==> src/rtl/pwm_pkg.sv <==
// rtl/pwm_pkg.sv - shared defaults and FSM state type for the PWM capture block
package pwm_pkg;

    localparam int CNT_WIDTH_DEFAULT   = 16;
    localparam int SYNC_STAGES_DEFAULT = 2;

    typedef enum logic [1:0] {
        IDLE      = 2'd0,
        WAIT_RISE = 2'd1,
        HIGH      = 2'd2,
        LOW       = 2'd3
    } pwm_state_t;

endpackage

==> src/rtl/pwm_edge_sync.sv <==
// rtl/pwm_edge_sync.sv - input synchronizer with single-cycle rise/fall strobes
module pwm_edge_sync #(
    parameter int SYNC_STAGES = 2
) (
    input  logic clk,
    input  logic resetn,
    input  logic din,
    output logic level,
    output logic rise,
    output logic fall
);

    logic [SYNC_STAGES-1:0] sync_q;
    logic                   edge_q;

    always_ff @(posedge clk) begin
        if (!resetn) begin
            sync_q <= '0;
            edge_q <= 1'b0;
        end else begin
            sync_q <= {sync_q[SYNC_STAGES-2:0], din};
            edge_q <= sync_q[SYNC_STAGES-1];
        end
    end

    assign level = sync_q[SYNC_STAGES-1];
    assign rise  = level & ~edge_q;
    assign fall  = ~level & edge_q;

endmodule

==> src/rtl/pwm_capture.sv <==
// rtl/pwm_capture.sv - measures high time and period of an asynchronous PWM input
module pwm_capture
    import pwm_pkg::*;
#(
    parameter int CNT_WIDTH   = CNT_WIDTH_DEFAULT,
    parameter int SYNC_STAGES = SYNC_STAGES_DEFAULT
) (
    input  logic                 pwm_clk,
    input  logic                 pwm_reset,
    input  logic                 cap_en,
    input  logic                 pwm_in,
    output logic [CNT_WIDTH-1:0] cap_value,
    output logic [CNT_WIDTH-1:0] cap_period,
    output logic                 cap_valid,
    output logic                 cap_timeout,
    output logic                 cap_level
);

    localparam logic [CNT_WIDTH-1:0] ONE     = CNT_WIDTH'(1);
    localparam logic [CNT_WIDTH-1:0] CNT_MAX = '1;
    localparam logic [CNT_WIDTH-1:0] CNT_END = CNT_MAX - ONE;

    logic                 level;
    logic                 rise;
    logic                 fall;
    pwm_state_t           state;
    logic [CNT_WIDTH-1:0] period_cnt;
    logic [CNT_WIDTH-1:0] high_cnt;

    function automatic logic [CNT_WIDTH-1:0] sat_inc(input logic [CNT_WIDTH-1:0] v);
        return (v == CNT_MAX) ? v : v + ONE;
    endfunction

    pwm_edge_sync #(
        .SYNC_STAGES(SYNC_STAGES)
    ) u_edge_sync (
        .clk    (pwm_clk),
        .resetn (pwm_reset),
        .din    (pwm_in),
        .level  (level),
        .rise   (rise),
        .fall   (fall)
    );

    // period_cnt doubles as the no-edge timer while waiting for the first rise.
    always_ff @(posedge pwm_clk) begin
        if (!pwm_reset) begin
            state       <= IDLE;
            period_cnt  <= '0;
            high_cnt    <= '0;
            cap_value   <= '0;
            cap_period  <= '0;
            cap_valid   <= 1'b0;
            cap_timeout <= 1'b0;
            cap_level   <= 1'b0;
        end else begin
            cap_valid   <= 1'b0;
            cap_timeout <= 1'b0;
            cap_level   <= level;
            if (!cap_en) begin
                state <= IDLE;
            end else begin
                case (state)
                    IDLE: begin
                        state      <= WAIT_RISE;
                        period_cnt <= '0;
                    end
                    WAIT_RISE: begin
                        if (rise) begin
                            state      <= HIGH;
                            period_cnt <= ONE;
                            high_cnt   <= ONE;
                        end else if (period_cnt == CNT_END) begin
                            cap_timeout <= 1'b1;
                            cap_value   <= '0;
                            cap_period  <= '0;
                            period_cnt  <= '0;
                        end else begin
                            period_cnt <= sat_inc(period_cnt);
                        end
                    end
                    HIGH, LOW: begin
                        if (rise) begin
                            // A rise while still HIGH means the low pulse was lost.
                            cap_valid  <= 1'b1;
                            cap_period <= period_cnt;
                            cap_value  <= (state == HIGH) ? period_cnt : high_cnt;
                            period_cnt <= ONE;
                            high_cnt   <= ONE;
                            state      <= HIGH;
                        end else if (period_cnt == CNT_END) begin
                            cap_timeout <= 1'b1;
                            cap_value   <= '0;
                            cap_period  <= '0;
                            period_cnt  <= '0;
                            state       <= WAIT_RISE;
                        end else begin
                            period_cnt <= sat_inc(period_cnt);
                            if (state == HIGH) begin
                                if (fall) begin
                                    state <= LOW;
                                end else begin
                                    high_cnt <= sat_inc(high_cnt);
                                end
                            end
                        end
                    end
                    default: state <= IDLE;
                endcase
            end
        end
    end

endmodule

==> config.mk <==
export PLATFORM = sky130hd
export DESIGN_NAME = pwm_capture
export DESIGN_NICKNAME = d
export VERILOG_FILES = /design/src/rtl/pwm_pkg.sv /design/src/rtl/pwm_edge_sync.sv /design/src/rtl/pwm_capture.sv
export SDC_FILE = /design/constraint.sdc
export NUM_CORES = 1
export LEC_CHECK = 0
export ABC_AREA = 1
export CELL_PAD_IN_SITES_DETAIL_PLACEMENT = 1
export CELL_PAD_IN_SITES_GLOBAL_PLACEMENT = 1
export CORE_MARGIN = 2
export CORE_UTILIZATION = 30
export CTS_CLUSTER_DIAMETER = 30
export DETAILED_ROUTE_END_ITERATION = 6
export HOLD_SLACK_MARGIN = 0.12
export PLACE_DENSITY = 0.62
export SETUP_SLACK_MARGIN = 0.2
export SYNTH_ARGS = -nofsm -noshare
export SYNTH_HDL_FRONTEND = slang
export SYNTH_SLANG_ARGS = --single-unit
==> constraint.sdc <==
create_clock -name pwm_clk -period 1.7 [get_ports pwm_clk]
set_clock_uncertainty 0.05 [all_clocks]
set_input_delay 0.17 -clock pwm_clk [delete_from_list [all_inputs] [get_ports pwm_clk]]
set_output_delay 0.17 -clock pwm_clk [all_outputs]
set_load 0.005 [all_outputs]
==> flow_metrics.tcl <==
set metrics [dict create \
    status "completed" \
    instances_no_fill 760 \
    fin_crit_ns 1.67 \
    dp_hpwl_um 8470 \
    synth_top_area_cell "dfxtp_1" \
    arrival_ns 1.90 \
    worst_pin_slew_ns 0.345 \
    rsz0062_at_grt "true" \
    grt_max_degree 33 \
    vdd_drop_max_mv 0.668 \
    synth.distinct_cells 30 \
    avgViaCountPerCell 4.86 \
    grt.total_usage 0.199 \
    fillers 1397 \
    pin_count 39 \
    dp_cells 721 \
    slowest_delay_ns 0.39 \
    synth_nets 518 \
    p_leak_nw 2.08 \
    firstDrtPassIters 4 \
    power_density_nw_per_um2 768 \
    setup-violations-final 0 \
    clock_sinks 71 \
    nets 621 \
    dieWidth_um 112 \
    drtIter0Drc 142 \
    preCtsSetupSlack_ns -0.103 \
    synth.area.top_cells "dfxtp_1 41%, nand2_1 13%, nor2_1 7.8%, inv_1 6.1%, a21oi_1 5.7%" \
    drive_gt1_frac 0.348 \
    antenna_found_initial 0 \
    io_buffer_count 38 \
    routed_wl_um 12600 \
    cp_max_fo 3 \
    fmax_ghz 0.597 \
    startpoint "period_cnt[1]" \
    fin_area_um2 5530 \
    clockBufferDepth 2 \
    synth_sequential_area_ratio 0.406 \
    core_um2 11400 \
    die_h_um 112 \
    place_area_um2 4460 \
    dr_total_vias 3692 \
    synth.avg_cell_area_um2 6.88 \
    finalWorstSetupSlack_ns 0.0253 \
    cts_buffers 9 \
    path_cells "ha_4 -> inv_4 -> nor2_4 -> buf_4 -> buf_4 -> buf_4 -> inv_1 -> nor2_2 -> nand4_1 -> a21oi_4" \
    drc 0 \
    std_cell_rows 39 \
    crit_type "register to register" \
    grt_pass1_wl_um 19700 \
    cts_root_buf "clkbuf_16" \
    htree_levels 3 \
    yosysTopAreaCellShare 0.406 \
    synth_cells 509 \
    dieArea_um2 12500 \
    utilization 0.484 \
    critPathLaunchType "register" \
    routedWlPerCell_um 16.6 \
    maxCapViolCount 0 \
    hold_viol 0 \
    relSlewSlack 0.769 \
    ant_nets 0 \
    yosys_warnings 0 \
    hp-class "input port to register" \
    ys_ff_latch 71 \
    gr-total-overflow 0 \
    maxSlewViolCount 0 \
    cpMostUsedCell "buf_4" \
    antenna_cells 0 \
    worstHoldStart "pwm_in" \
    clock_latency_ns 0.34 \
    cts_tree "done" \
    first_global_vias 3838 \
    slowest_stage "dfxtp_4" \
    r2r-start "period_cnt[1]" \
    netlist_area_um2 3500 \
    start_util 0.307 \
    worst_setup_path_end_kind "register" \
    cp.required_ns 1.92 \
    fin_crit_sh 0.985 \
    clk_pin_slew_ns 0.06 \
    syn_to_final_growth_pct 57.8 \
    place.gp.congestion 0.839 \
]
## layer usage
layer	vias to the layer above	wire [um]	share of wire	GRT usage
met4	0	250	0.020	0.0683
met2	47	6410	0.51	0.347
li1	1862	-	-	-
met5	-	0	0	0
met3	15	364	0.029	0.0400
met1	1768	5600	0.44	0.247
## what timing repair did
item	4_1_cts	5_1_grt
endpoints found under the setup margin	67	67
buffers inserted	12	7
gates cloned	4	0
pin swaps	21	18
hold buffers	0	0
gates resized for setup	63	77
## synth_stat cells
library cell  count
a21oi_1          40
a21oi_2           2
a31oi_1           2
a31oi_2           1
buf_1             3
buf_2            11
buf_6             3
clkbuf_1          3
clkinv_1          1
dfxtp_1          71
ha_1              5
inv_1            57
inv_2             3
nand2_1         118
nand2_2           5
nand3_1          32
nand3_2           6
nand3_4           1
nand4_1           6
nor2_1           73
nor2_2            5
nor2_4            3
nor3_1            4
nor3b_1           2
nor4_1            1
o211ai_1         17
o21ai_0          28
o21ai_1           4
o21bai_1          1
xor2_1            1
## kinds of logic (layout without fill, tap and decap cells)
family | Yosys count | after routing | synth area share
adders and majority gates | 5 | 5 | 0.0179
buffers and inverters | 81 | 186 | 0.0972
and+or+nand+nor | 256 | 259 | 0.323
DFF | 71 | 71 | 0.406
xor gates and xnor gates | 1 | 1 | 0.00250
AOI/OAI and AO/OA | 95 | 95 | 0.154
## per-stage QoR
step	TNS, ns	power, W	hold slack (ns)
2_1_floorplan	0	0.00182	0.218
3_3_place_gp	-0.795	0.00190	0.347
3_5_place_dp	-1.95	0.00190	0.356
4_1_cts	0	0.00427	0.306
5_1_grt	-0.0103	0.00440	0.336
6_report	0	0.00424	0.315
## critical path: cells and delay by family, from the launching register on
kind / cells / cell delay (ns)
simple gates: 3 / 0.45
flops: 1 / 0.39
fa+ha+maj: 1 / 0.16
buf+inv: 5 / 0.38
compound gates: 1 / 0.16
## cell usage in the layout (no fill, tap or decap), types with 9 or more instances in the layout
master,count
nand3_1,24
dfxtp_1,63
clkdlybuf4s50_1,38
o21ai_0,20
nor2_4,12
nand3_2,9
o21ai_1,11
nand2_4,10
a21oi_2,11
clkbuf_16,9
o211ai_1,17
nor2_2,15
nand2_1,87
nor2_1,54
nand2_2,24
nand3_4,9
buf_4,56
inv_1,46
a21oi_1,30
## state kept, by name, indices dropped and copies added, names as in the netlist
| signal | cells |
|---|---|
| cap_period | 16 |
| cap_value | 16 |
| high_cnt | 16 |
| period_cnt | 16 |
| state | 2 |
| u_edge_sync.sync_q | 2 |
| cap_timeout | 1 |
| cap_valid | 1 |
| u_edge_sync.edge_q | 1 |
## path summary, 6_finish.rpt
| kind | cells after the start | to | slack [ns] |
|---|---|---|---|
| max | 10 | period_cnt[6] | 0.03 |
| min | 3 | u_edge_sync.sync_q[0] | 0.31 |
| min reg2reg | 2 | u_edge_sync.sync_q[1] | 0.36 |
| max reg2reg | 10 | period_cnt[6] | 0.03 |
## power by group
group          leakage, nW  internal [W]  switching, W
combinational         1.33     0.0000947      0.000148
clock                0.179       0.00156      0.000755
sequential           0.578       0.00167     0.0000152
## cell type report
class                      count  area (um^2)  area share
clock buffer                  12          267      0.0482
timing repair buffer         108         1010       0.183
inverter                      61          256      0.0464
timing repair inverter         1         8.76     0.00159
multi-input combinational    360         2260       0.409
clock inverter                 4         98.8      0.0179
sequential                    71         1440       0.261
tap                          143          179      0.0324
Note: power is estimated with default switching activity, not from simulation.
